File: config.mk
export PLATFORM = sky130hd
export DESIGN_NAME = mc_control_fsm
export DESIGN_NICKNAME = d
export VERILOG_FILES = /design/src/rtl/mc_control_fsm.sv
export SDC_FILE = /design/constraint.sdc
export NUM_CORES = 1
export LEC_CHECK = 0
export ABC_CLOCK_PERIOD_IN_PS = 1200
export BUFFER_PORTS_ARGS = -buffer_cell sky130_fd_sc_hd__buf_2
export CAP_MARGIN = 0
export CORE_AREA = 2 2 40 49
export CTS_CLUSTER_SIZE = 24
export DETAILED_ROUTE_END_ITERATION = 16
export DIE_AREA = 0 0 42 51
export PLACE_DENSITY_LB_ADDON = 0.1
export SLEW_MARGIN = 15
export SYNTH_ARGS = -nofsm -noshare
export SYNTH_HDL_FRONTEND = slang
export SYNTH_SLANG_ARGS = --single-unit
File: constraint.sdc
create_clock -name clk -period 1.2 [get_ports clk]
set_clock_uncertainty 0.05 [all_clocks]
set_input_delay 0 -clock clk [delete_from_list [all_inputs] [get_ports clk]]
set_output_delay 0 -clock clk [all_outputs]
set_load 0.01 [all_outputs]
File: src/rtl/mc_control_fsm.sv
// Multi-cycle MIPS main controller: sequences fetch/decode/execute/memory/writeback
// with a ready-based memory handshake. Optional build macro: ZEXT_LOGIC_IMM_EN.
module mc_control_fsm #(
    parameter int unsigned MEM_TIMEOUT = 0,
    parameter int unsigned TO_W        = 8
) (
    input  logic       clk,
    input  logic       rst_n,
    input  logic [5:0] opcode,
    input  logic       mem_ready,
    output logic       pc_write,
    output logic       pc_write_cond,
    output logic       pc_write_cond_n,
    output logic       iord,
    output logic       mem_read,
    output logic       mem_write,
    output logic       ir_write,
    output logic       mem_to_reg,
    output logic       reg_dst,
    output logic       reg_write,
    output logic       alu_src_a,
    output logic [1:0] alu_src_b,
    output logic [1:0] alu_op,
    output logic [1:0] pc_source,
    output logic       ext_op,
    output logic [3:0] state,
    output logic       illegal_op,
    output logic       bus_error
);

    localparam logic [5:0] OP_RTYPE = 6'b000000;
    localparam logic [5:0] OP_J     = 6'b000010;
    localparam logic [5:0] OP_BEQ   = 6'b000100;
    localparam logic [5:0] OP_BNE   = 6'b000101;
    localparam logic [5:0] OP_ADDI  = 6'b001000;
    localparam logic [5:0] OP_SLTI  = 6'b001010;
    localparam logic [5:0] OP_ANDI  = 6'b001100;
    localparam logic [5:0] OP_ORI   = 6'b001101;
    localparam logic [5:0] OP_XORI  = 6'b001110;
    localparam logic [5:0] OP_LW    = 6'b100011;
    localparam logic [5:0] OP_SW    = 6'b101011;

`ifdef ZEXT_LOGIC_IMM_EN
    localparam bit ZEXT_EN = 1'b1;
`else
    localparam bit ZEXT_EN = 1'b0;
`endif

    typedef enum logic [3:0] {
        S_FETCH     = 4'd0,
        S_DECODE    = 4'd1,
        S_MEM_ADDR  = 4'd2,
        S_MEM_READ  = 4'd3,
        S_MEM_WB    = 4'd4,
        S_MEM_WRITE = 4'd5,
        S_R_EXEC    = 4'd6,
        S_R_WB      = 4'd7,
        S_BRANCH    = 4'd8,
        S_JUMP      = 4'd9,
        S_IMM_EXEC  = 4'd10,
        S_IMM_WB    = 4'd11
    } state_t;

    state_t            state_q, state_d;
    logic [TO_W-1:0]   wait_q, wait_d;
    logic              illegal_q, bus_err_q;
    logic              set_illegal, set_bus_err;
    logic              timeout;
    logic              zext_op;

    // Abandon a stalled access once the wait counter hits the limit
    assign timeout = (MEM_TIMEOUT != 0) && (wait_q == TO_W'(MEM_TIMEOUT)) && !mem_ready;
    assign zext_op = ZEXT_EN && ((opcode == OP_ANDI) || (opcode == OP_ORI) || (opcode == OP_XORI));

    always_ff @(posedge clk) begin
        if (!rst_n) begin
            state_q   <= S_FETCH;
            wait_q    <= '0;
            illegal_q <= 1'b0;
            bus_err_q <= 1'b0;
        end else begin
            state_q   <= state_d;
            wait_q    <= wait_d;
            illegal_q <= illegal_q | set_illegal;
            bus_err_q <= bus_err_q | set_bus_err;
        end
    end

    // Next state and Moore outputs; wait_d only advances while stalling in place
    always_comb begin
        state_d         = state_q;
        wait_d          = '0;
        set_illegal     = 1'b0;
        set_bus_err     = 1'b0;
        pc_write        = 1'b0;
        pc_write_cond   = 1'b0;
        pc_write_cond_n = 1'b0;
        iord            = 1'b0;
        mem_read        = 1'b0;
        mem_write       = 1'b0;
        ir_write        = 1'b0;
        mem_to_reg      = 1'b0;
        reg_dst         = 1'b0;
        reg_write       = 1'b0;
        alu_src_a       = 1'b0;
        alu_src_b       = 2'b00;
        alu_op          = 2'b00;
        pc_source       = 2'b00;
        ext_op          = 1'b0;
        if (rst_n) begin
            case (state_q)
                S_FETCH: begin
                    mem_read  = 1'b1;
                    alu_src_b = 2'b01;
                    if (mem_ready) begin
                        ir_write = 1'b1;
                        pc_write = 1'b1;
                        state_d  = S_DECODE;
                    end else if (timeout) begin
                        set_bus_err = 1'b1;
                        state_d     = S_FETCH;
                    end else begin
                        wait_d = wait_q + TO_W'(1);
                    end
                end
                S_DECODE: begin
                    alu_src_b = 2'b11;
                    ext_op    = 1'b1;
                    case (opcode)
                        OP_RTYPE:        state_d = S_R_EXEC;
                        OP_LW, OP_SW:    state_d = S_MEM_ADDR;
                        OP_BEQ, OP_BNE:  state_d = S_BRANCH;
                        OP_J:            state_d = S_JUMP;
                        OP_ADDI, OP_SLTI: state_d = S_IMM_EXEC;
                        default: begin
                            if (zext_op) begin
                                state_d = S_IMM_EXEC;
                            end else begin
                                set_illegal = 1'b1;
                                state_d     = S_FETCH;
                            end
                        end
                    endcase
                end
                S_MEM_ADDR: begin
                    alu_src_a = 1'b1;
                    alu_src_b = 2'b10;
                    ext_op    = 1'b1;
                    state_d   = (opcode == OP_LW) ? S_MEM_READ : S_MEM_WRITE;
                end
                S_MEM_READ: begin
                    mem_read = 1'b1;
                    iord     = 1'b1;
                    if (mem_ready) begin
                        state_d = S_MEM_WB;
                    end else if (timeout) begin
                        set_bus_err = 1'b1;
                        state_d     = S_FETCH;
                    end else begin
                        wait_d = wait_q + TO_W'(1);
                    end
                end
                S_MEM_WB: begin
                    reg_write  = 1'b1;
                    mem_to_reg = 1'b1;
                    state_d    = S_FETCH;
                end
                S_MEM_WRITE: begin
                    mem_write = 1'b1;
                    iord      = 1'b1;
                    if (mem_ready) begin
                        state_d = S_FETCH;
                    end else if (timeout) begin
                        set_bus_err = 1'b1;
                        state_d     = S_FETCH;
                    end else begin
                        wait_d = wait_q + TO_W'(1);
                    end
                end
                S_R_EXEC: begin
                    alu_src_a = 1'b1;
                    alu_op    = 2'b10;
                    state_d   = S_R_WB;
                end
                S_R_WB: begin
                    reg_write = 1'b1;
                    reg_dst   = 1'b1;
                    state_d   = S_FETCH;
                end
                S_BRANCH: begin
                    alu_src_a       = 1'b1;
                    alu_op          = 2'b01;
                    pc_source       = 2'b01;
                    pc_write_cond   = (opcode == OP_BEQ);
                    pc_write_cond_n = (opcode == OP_BNE);
                    state_d         = S_FETCH;
                end
                S_JUMP: begin
                    pc_source = 2'b10;
                    pc_write  = 1'b1;
                    state_d   = S_FETCH;
                end
                S_IMM_EXEC: begin
                    alu_src_a = 1'b1;
                    alu_src_b = 2'b10;
                    alu_op    = 2'b11;
                    ext_op    = !zext_op;
                    state_d   = S_IMM_WB;
                end
                S_IMM_WB: begin
                    reg_write = 1'b1;
                    state_d   = S_FETCH;
                end
                default: state_d = S_FETCH;
            endcase
        end
    end

    assign state      = state_q;
    assign illegal_op = illegal_q;
    assign bus_error  = bus_err_q;

endmodule
### After elaboration in Yosys (flattened, before gate mapping)

Cells that the tools add are included.

* $add $sub $neg: 0
* multipliers: 0
* div/mod/pow operators: 0
* $lt $le $gt $ge: 0
* equality and inequality tests: 21
* shift operators: 0
* muxes and demuxes: 40
* bitwise operators: 1
* reduce and logical (&&, ||, !) cells: 13

Operators by type and width (number)
* 4-bit one-hot mux with 7 select lines: 1
* 1-bit 2-to-1 mux: 27
* 4-bit one-hot mux with 5 select lines: 1
* 4-bit by 3-bit equality test with 1-bit output, second input constant: 4
* 4-bit equality test, second input constant: 4
* 6-bit by 3-bit equality test with 1-bit output, second input constant: 2
* 6-bit by 4-bit equality test with 1-bit output, second input constant: 2
* 6-bit equality test, second input constant: 2
* 4-bit 2-to-1 mux: 3
* 2-bit one-hot mux with 3 select lines: 2
* 2-bit OR reduction: 6
* 4-bit by 2-bit equality test with 1-bit output, second input constant: 2
* 8-bit OR reduction: 1
* 6-bit by 2-bit equality test with 1-bit output, second input constant: 1
* 6-bit zero test: 1
* 2-bit 2-to-1 mux: 3
* 2-bit inequality test, second input constant: 3
* 3-bit OR reduction: 2
* 4-bit by 1-bit equality test with 1-bit output, second input constant: 1
* 4-bit zero test: 1
* 2-bit one-hot mux with 2 select lines: 1
* 4-bit OR reduction: 1
* 3-bit 2-to-1 mux: 1
* 3-bit AND reduction: 1
* 2 further kinds: 2

* register bits after elaboration: 5
* bits in latches: 0
* memory bits (writable): 0
* bits in read-only memories: 0
* input port bits: 9
* output and inout bits: 24
* logic and storage cells: 77
* memories: 0

### Logic depth before layout (Yosys ltp)

* depth in word-level cells: 6
* mapped depth: 5
* gate-level depth less buffers: 4

### Least setup slack after synthesis

OpenSTA, ideal clock, no wires.

* path kind: reg-to-output
* start: reg state_q[2], in the netlist state[2]
* end: out reg_write
* data arrival time: 1.303 ns
* data required time: 1.150 ns
* setup slack: -0.153 ns
* cell stages (with the launch flop): 5
* buffers on the path: 1
* cells stage by stage: dfxtp_1 -> buf_6 -> inv_2 -> or4_1 -> a21boi_1

* cells in the longest elaborated chain, start to end: 4
* elaborated cells between the ends (all ways): 6
* those cells by class: 3 x eq/ne; 2 x mux; 1 x reduce/logical

Ends and longest elaborated chain
* start: declaration: RTL line 64 `state_t state_q, state_d;`
* start signal: assignment: RTL line 82 `state_q <= state_d;`
* 4-bit equality test or 4-bit by 3-bit equality test with 1-bit output (tied branches): RTL line 111 `case (state_q)`
* 3-bit OR reduction (no line) *
* 1-bit 2-to-1 mux *: RTL line 111
* 1-bit 2-to-1 mux *: RTL line 110 `if (rst_n) begin`
* end: declaration: RTL line 20 `output logic reg_write,`

Mark *: on every way between the ends. The rest lies on a longest branch, timed or not.

### Final worst setup path

* start: reg state_q[0], in the netlist state[0]
* end: out reg_write

Same word-level chain as after synthesis.

==> results.py <==
metrics = {
    "outcome": {
        "status": "finished with violations",
        "violations": "negative setup slack",
    },
    "routing": {
        "via_per_inst": 5.19,
        "route.vias.total": 872,
        "drt-initial-drc-count": 13,
        "drcViolationCount": 0,
        "drtPass1Iterations": 4,
        "wl_per_cell_um": 12.5,
        "postRouteAntennaNets": 0,
        "wl_um": 2100,
    },
    "synth": {
        "synth_cell_types": 39,
        "syn_inst": 93,
        "yosys_register_bits": 5,
        "synth_area_per_cell_um2": 6.61,
        "ys.warnings.count": 0,
        "syn_nets": 102,
        "yosysSeqAreaShare_pct": 16.3,
        "syn_area_um2": 614,
    },
    "grt": {
        "grt_max_degree": 16,
        "grt_pass1_wl_um": 3650,
        "track_usage_pct": 22.4,
        "grt.overflow.total": 0,
        "antenna_found_initial": 0,
        "grt_pass1_vias": 823,
    },
    "timing": {
        "fmax_mhz": 654,
        "fin_ws_ns": -0.328,
        "drv_slew": 0,
        "setup_viol": 22,
        "finalHoldViolCount": 0,
        "rsz0062_at_grt": "yes",
        "period_needed_ns": 1.53,
        "holdWs_ns": 0.0421,
        "fin_setup_tns_ns": -3.65,
        "period_share_pct": 127,
    },
    "setup_path": {
        "path_delay_family": "simple AND/OR/NAND/NOR gates",
        "cp_slowest_cell": "or4_4",
        "required_ns": 1.15,
        "critPathBufInv": 1,
        "end_kind": "primary output",
        "critPathMaxFanout": 4,
        "max_stage_delay_ns": 0.42,
        "worstSetupStartpointType": "register",
        "crit_chain": "and2b_1 > or4_4 > a21boi_2 > buf_2",
        "crit_arrival_ns": 1.48,
        "crit_type": "register to primary output",
    },
    "floorplan": {
        "die_y_um": 51,
        "core_area_mm2": 0.00172,
        "design.die.area_mm2": 0.00214,
        "die_x_um": 42,
        "rows": 17,
        "start_util_pct": 35.7,
        "io_pins": 33,
    },
    "clocking": {
        "cts.clk_slew.worst_paths_ns": 0.06,
        "clk_latency_ns": 0.25,
        "tritoncts": "built",
        "cts_htree_levels": 1,
        "ctsHoldBuffers": 0,
        "cts_buffers": 3,
        "cts-root-buf": "clkbuf_4",
        "clock_tree.buffer_depth": 2,
        "clock-sinks": 5,
    },
    "run": {
        "cap_violations": 0,
    },
    "placed_design": {
        "place_ws_ns": -0.113,
        "placed_cell_area_um2": 921,
        "dp.cells": 158,
        "numPortBuffers": 31,
        "gp_congestion": 0.912,
        "post-dp-hpwl_um": 1520,
    },
    "layout": {
        "diodes": 0,
        "area_delta_synth_final_pct": 83.1,
        "final_core_util_pct": 65.3,
        "layout.cells.non_filler": 168,
        "drive_gt1_share_pct": 59.1,
        "nNetsFinal": 159,
        "final_cell_area_mm2": 0.00112,
    },
    "power": {
        "power_mw": 0.622,
        "power_frac_comb_pct": 38.6,
        "ir_drop_mv": 0.477,
        "pwr-share-clk_pct": 33.1,
        "seqPwrFrac_pct": 28.3,
        "p_int_mw": 0.413,
        "power.share.switching_pct": 33.6,
        "power-per-cell-area_mw_per_mm2": 553,
        "leakage_nw": 0.572,
        "p_sw_mw": 0.209,
    },
    "hold_path": {
        "min_path_type": "input pin to register",
    },
}
==> worst min-delay path, cell delays in order <==
cell and delay [ns]:
buf_2 0.13, inv_1 0.05, a22o_1 0.13
==> cells in the final DEF, fill, tap and decap left out, drive strengths merged, types with 3 or more instances in the layout <==
master	n
buf	58
nor2b	4
nand2	12
clkbuf	3
nor3	5
a21oi	3
nand3	6
dfxtp	5
and3	7
nor2	13
==> cells by family after synthesis <==
logic type | synth area share [%]
simple gates | 49.7
compound gates | 18.3
buf+inv | 8.55
flops | 16.3
xor+xnor | 2.85
mux | 3.67
other cells | 0.610
==> registers in the layout (all words and copies together), names as in the netlist <==
register,flops
illegal_op,1
state,4
==> repair_timing <==
item	4_1_cts	5_1_grt
endpoints found under the setup margin	22	23
buffers inserted	5	4
pin swaps	3	7
resized for setup	18	17
==> synth_stat cells <==
master	number	area (µm²)
a22o_1	2	17.5
nand4b_1	1	8.76
o21a_1	1	7.51
a21boi_1	1	7.51
nor2b_1	4	25.0
a41o_1	1	10.0
buf_6	2	22.5
nand2_1	12	45.0
o31ai_1	1	7.51
o21ai_0	2	10.0
or4_1	1	7.51
nand3_1	6	30.0
buf_4	1	7.51
nor4_1	1	6.26
a211oi_1	1	7.51
nor3b_1	1	7.51
and2b_1	1	7.51
a21oi_1	3	15.0
nand2b_2	1	8.76
xnor2_1	1	8.76
or2b_1	1	7.51
or2_1	1	6.26
nand4_1	1	6.26
inv_1	1	3.75
nand2b_1	1	6.26
and3_1	7	43.8
o311ai_1	1	8.76
nor3_1	5	25.0
inv_2	1	3.75
conb_1	1	3.75
nor2_1	13	48.8
and2b_2	1	8.76
mux2_2	2	22.5
and2_1	1	6.26
xor2_1	1	8.76
buf_2	3	15.0
o211ai_1	2	15.0
dfxtp_1	5	100
o22ai_1	1	6.26
==> layout make-up <==
class	instances	area, µm²
clock buffer	3	22.5
inverter	2	7.51
fill	151	598
sequential	5	113
timing repair buffer	58	387
clock inverter	1	5.00
tap	19	23.8
multi-input combinational	80	567
==> routing by layer <==
| metal | wire length, µm | track usage (%) |
|---|---|---|
| met5 | 0 | 0 |
| met4 | 23 | 12.4 |
| met3 | 72 | 3.53 |
| met2 | 1130 | 40.6 |
| met1 | 877 | 24.5 |
==> worst paths after layout <==
kind | startpoint | endpoint | slack [ns] | cells past startpoint
max | state[0] | reg_write | -0.33 | 4
min | mem_ready | state[0] | 0.04 | 3
max reg2reg | state[0] | state[1] | -0.12 | 7
min reg2reg | illegal_op | illegal_op | 0.43 | 1
==> power groups by stage <==
| stage | logic (mW) | registers (mW) | clock network [mW] |
|---|---|---|---|
| after floorplan | 0.102 | 0.188 | 0 |
| after global placement | 0.198 | 0.183 | 0 |
| after detailed placement | 0.200 | 0.183 | 0 |
| after CTS | 0.214 | 0.177 | 0.213 |
| after global routing | 0.265 | 0.176 | 0.231 |
| final | 0.240 | 0.176 | 0.206 |
Power figures use the tool's default switching activity.
